**src/rtl/seq_detector_param.sv**
```systemverilog
// Parameterised serial pattern detector with a runtime-loadable pattern,
// overlapping or non-overlapping detection and a saturating match counter.
module seq_detector_param #(
  parameter int                 PAT_W   = 4,
  parameter logic [PAT_W-1:0]   PATTERN = 4'b1011,
  parameter bit                 OVERLAP = 1'b1,
  parameter int                 CNT_W   = 8
) (
  input  logic                         clk,
  input  logic                         rst,
  input  logic                         i,
  input  logic                         en,
  input  logic                         pat_load,
  input  logic [PAT_W-1:0]             pat_in,
  output logic                         out,
  output logic [CNT_W-1:0]             match_cnt,
  output logic [$clog2(PAT_W+1)-1:0]   fill
);

  localparam int                 FW       = $clog2(PAT_W + 1);
  localparam logic [FW-1:0]      FILL_MAX = FW'(PAT_W);
  localparam logic [CNT_W-1:0]   CNT_MAX  = {CNT_W{1'b1}};

  logic [PAT_W-1:0] pat_r;
  logic [PAT_W-1:0] win_r;
  logic [PAT_W-1:0] win_next_s;
  logic [FW-1:0]    fill_next_s;
  logic             hit_s;

  // Post-shift window, post-increment fill and the match condition on them.
  always_comb begin
    win_next_s = {win_r[PAT_W-2:0], i};
    if (fill == FILL_MAX) begin
      fill_next_s = FILL_MAX;
    end else begin
      fill_next_s = fill + FW'(1);
    end
    hit_s = (win_next_s == pat_r) && (fill_next_s == FILL_MAX);
  end

  // State update: reset beats pattern load, which beats a qualified bit.
  always_ff @(posedge clk) begin
    if (rst) begin
      pat_r     <= PATTERN;
      win_r     <= '0;
      fill      <= '0;
      out       <= 1'b0;
      match_cnt <= '0;
    end else if (pat_load) begin
      pat_r <= pat_in;
      win_r <= '0;
      fill  <= '0;
      out   <= 1'b0;
    end else if (en) begin
      win_r <= win_next_s;
      out   <= hit_s;
      // Non-overlapping mode restarts the fill so no bit is shared.
      if (hit_s && !OVERLAP) begin
        fill <= '0;
      end else begin
        fill <= fill_next_s;
      end
      if (hit_s && (match_cnt != CNT_MAX)) begin
        match_cnt <= match_cnt + CNT_W'(1);
      end else begin
        match_cnt <= match_cnt;
      end
    end else begin
      out <= 1'b0;
    end
  end

endmodule
```
**config.mk**
```make
export PLATFORM = sky130hd
export DESIGN_NAME = seq_detector_param
export DESIGN_NICKNAME = d
export VERILOG_FILES = /design/src/rtl/seq_detector_param.sv
export SDC_FILE = /design/constraint.sdc
export NUM_CORES = 1
export LEC_CHECK = 0
export ABC_AREA = 0
export CORE_AREA = 2 2 49 51
export DETAILED_ROUTE_END_ITERATION = 6
export DIE_AREA = 0 0 51 53
export HOLD_SLACK_MARGIN = 0.15
export MAX_ROUTING_LAYER = met4
export PLACE_DENSITY = 0.71
export SLEW_MARGIN = 15
export SYNTH_ARGS = -nofsm -noshare
export SYNTH_HDL_FRONTEND = slang
export SYNTH_SLANG_ARGS = --single-unit
```
**constraint.sdc**
```tcl
create_clock -name clk -period 2.25 [get_ports clk]
set_input_delay 0.3375 -clock clk [delete_from_list [all_inputs] [get_ports clk]]
set_output_delay 0.3375 -clock clk [all_outputs]
set_load 0.01 [all_outputs]
```
Word level (Yosys, flattened, before mapping)
Cells that the tools add are included.

operators by class
  $add $sub $neg = 2
  multiply operators = 0
  div/mod/pow operators = 0
  order comparisons = 0
  eq/ne operators = 4
  shift-type cells = 0
  muxes and demuxes = 1
  bitwise operators = 2
  reduce and logical (&&, ||, !) cells = 5

operator list
  kind                 count
  $add 8x1->8 const B  1
  $ne 8x8->1 const B   1
  $eq 3x3->1 const B   2
  $eq 4x4->1           1
  $add 3x1->3 const B  1
  $mux 3               1
  $reduce_and 3->1     1
  $reduce_or 3->1      1
  $logic_and 1x1->1    2
  $not 1->1            2
  $reduce_or 2->1      1

storage, ports and cells
  register bits = 19
  latch bits = 0
  bits in writable memories = 0
  bits in read-only memories = 0
  bits of input ports = 9
  output and inout bits = 12
  logic and storage cells = 19
  memories kept = 0

Logic depth before layout (Yosys ltp)
  depth after elaboration = 6
  gate-level depth with buffers = 8

Least setup slack after synthesis
OpenSTA, ideal clock, no wires.

  path type = register -> register
  from = reg fill[0]
  to = reg match_cnt[6]
  library setup time = 0.071 ns
  arrival = 2.314 ns
  required time = 2.179 ns
  slack = -0.134 ns
  stages on the path, launching flop included = 8
  path buffers = 1
  cell sequence = dfxtp_1 > inv_1 > ha_1 > o31a_1 > or4_4 > buf_6 > or4_1 > a21oi_1

between the ends
  cells in the longest elaborated chain, start to end = 6
  elaborated cells on any way between the ends = 7
  classes of those cells = add/sub: 1; eq/ne: 2; mux: 1; reduce/logical: 3

RTL lines
  element                                    line    text
  from (decl)                                17      output logic [$clog2(PAT_W+1)-1:0] fill
  from (signal assigned)                     61      fill <= fill_next_s;
  $add 3x1->3 or $eq 3x3->1 (tied branches)  36, 33
  $mux 3 (*)                                 33      if (fill == FILL_MAX) begin
  $eq 3x3->1 (*)                             38      hit_s = (win_next_s == pat_r) && (fill_next_s == FILL_MAX);
  $logic_and 1x1->1 (*)                      38
  $logic_and 1x1->1 (*)                      63      if (hit_s && (match_cnt != CNT_MAX)) begin
  $reduce_and 3->1 (no source line) (*)      --
  to (signal assigned)                       64      match_cnt <= match_cnt + CNT_W'(1);
  to (signal assigned)                       66      match_cnt <= match_cnt;
  to (decl)                                  16      output logic [CNT_W-1:0] match_cnt,

Mark *: on every way between the ends. The rest lies on a longest branch, timed or not.
A chain may end at the register's enable or synchronous reset.

Final worst setup path
Ends and elaborated chain as after synthesis.

==> results_dict.tcl <==
set metrics [dict create \
    vias 755 \
    grt_max_degree 13 \
    die_h_um 53 \
    min_period_ps 2200 \
    core_sq_um 2150 \
    drc_errors 0 \
    finalSetupViolCount 0 \
    pin_count 21 \
    fin_cells 151 \
    grt-ovfl-total 0 \
    peakVddDrop_mv 0.422 \
    fp-row-count 17 \
    power.total_mw 0.579 \
    rsz0062_at_grt "no" \
    drv_cap 0 \
    fin_util 0.559 \
    grtUsageTotal 0.149 \
    finalCritPeriodShare 0.978 \
    async_flop_share 0 \
    cts-root-buf "clkbuf_4" \
    final_nets 136 \
    cts_buffer_depth 2 \
    ant_nets 0 \
    grt_pass1_wl_mm 2.91 \
    first_pass_iters 4 \
    ys_ff_latch 19 \
    viasPerCell 5.00 \
    cp_max_fo 7 \
    insertion_delay_ps 290 \
    antenna_cells 0 \
    cp_data_arrival_time_ps 2430 \
    die_width_um 51 \
    numPortBuffers 20 \
    hold_path.class "reg2reg" \
    gp_congestion 0.694 \
    antenna_found_initial 0 \
    numClockSinks 19 \
    syn_nets 109 \
    postCtsHoldBufs 0 \
    htreeDepth 1 \
    synth-main-ff-cell "dfxtp_1" \
    syn2layout_area_growth_pct 34.1 \
    netlist_instances 97 \
    synth_seq_area_share 0.425 \
    ys_types 29 \
    hold_viol 0 \
    p_leak_nw 0.424 \
    maxSlewHeadroom 0.746 \
    syn_area_sq_um 895 \
    worstMarginPinSlew_ps 378 \
    skew_ps 1.92 \
    cts.clk_slew.worst_paths_ps 100 \
    slew_viol_final 0 \
    dp_hpwl_mm 1.36 \
    start_kind "register" \
    max_freq_mhz 454 \
    wl_per_cell_um 11.7 \
    synth_edf_count 0 \
    endpoint_kind "register" \
    grt_pass1_vias 673 \
    dp.cells 146 \
    status "completed" \
    postSynthAreaPerCell_sq_um 9.22 \
    cts_made_buffers 3 \
    crit_required_ps 2480 \
    synth.yosys.warnings 0 \
    cts_tree "built" \
    timing.hold.ws_ps 498 \
    initial_core_util 0.416 \
    criticalPathCategory "reg2reg" \
    setup_tns_ps 0 \
    power_density_nw_per_um2 482 \
    drt_wl_total_mm 1.76 \
    cts_resized 0 \
    die_area_sq_um 2700 \
    drt_iter0_markers 10 \
    drive_above_1_share 0.163 \
]
## timing repair
item,CTS,global route
pin swaps,1,2
endpoints found under the setup margin,1,2
buffers inserted,0,1
## state kept, by name, indices dropped and copies added (netlist names)
| signal | cells |
|---|---|
| fill | 3 |
| pat_r | 4 |
| win_r | 3 |
| match_cnt | 8 |
| out | 1 |
## report_power, final
group          internal (mW)  total [mW]  switching, mW
Combinational         0.0363      0.0619         0.0256
Clock                 0.0689       0.169          0.100
Sequential             0.343       0.348        0.00494
Total                  0.448       0.579          0.130
## metrics by stage
stage	setup WS (ps)	area, sq um
2_1_floorplan	12.3	912
3_3_place_gp	-64.5	1170
3_5_place_dp	-134	1170
4_1_cts	16.8	1190
5_1_grt	2.80	1200
6_report	49.7	1200
## worst max-delay path, cell delays in order (launching register included)
cell     delay [ps]
dfxtp_2         350
ha_2            200
xnor2_1         120
o31a_1          310
or4_4           530
or4_1           490
a21oi_1         140
## placed cells by master, fill, tap and decap left out, types with 2 or more instances in the layout
cell type,instances
dfxtp_1,17
nand3_1,6
xnor2_1,7
nand2_1,4
nor4_1,3
nor2b_1,3
or3_1,2
o31ai_1,2
mux2i_1,5
dfxtp_2,2
clkbuf_4,3
inv_1,3
a211o_1,3
clkdlybuf4s50_1,20
or4_1,2
nor2_1,9
o21ai_0,3
a21oi_1,6
buf_4,7
## cell families after synthesis
family / count (synthesis) / share of synthesized area
and+or+nand+nor: 36 / 0.224
DFF: 19 / 0.425
AOI/OAI and AO/OA: 16 / 0.116
buffers and inverters: 9 / 0.0461
xor gates and xnor gates: 8 / 0.0783
muxes: 6 / 0.0685
adders and majority gates: 3 / 0.0420
## synthesized netlist by cell type, drive strengths merged (2+ instances only)
| library cell | n | area share |
|---|---|---|
| or3 | 2 | 0.014 |
| a211o | 3 | 0.029 |
| nor2 | 9 | 0.038 |
| nand3 | 6 | 0.034 |
| a21oi | 6 | 0.034 |
| dfxtp | 19 | 0.43 |
| mux2i | 5 | 0.056 |
| inv | 4 | 0.017 |
| nor4 | 3 | 0.021 |
| ha | 3 | 0.042 |
| o31ai | 2 | 0.017 |
| nor2b | 3 | 0.021 |
| nand2 | 4 | 0.017 |
| clkbuf | 4 | 0.017 |
| or4 | 3 | 0.029 |
| xnor2 | 7 | 0.069 |
| o21ai | 3 | 0.017 |
## path summary, 6_finish.rpt
path / from / end / slack, ps / cells after the start
max: fill[0] / match_cnt[6] / 50 / 6
min: fill[1] / fill[1] / 500 / 2
max reg2reg: fill[0] / match_cnt[6] / 50 / 6
min reg2reg: fill[1] / fill[1] / 500 / 2
## area by class of cell
class,count,area (sq um)
clock buffer,4,26.3
inverter,4,15.0
timing repair buffer,27,253
fill,212,948
tap,28,35.0
multi-input combinational,69,488
sequential,19,383
## layer usage
metal / track usage / vias to the layer above / share of wire
li1: - / 398 / -
met1: 0.190 / 339 / 0.48
met2: 0.232 / 16 / 0.47
met3: 0.0169 / 2 / 0.035
met4: 0.0811 / 0 / 0.013
met5: - / - / 0
Power figures use the tool's default switching activity.
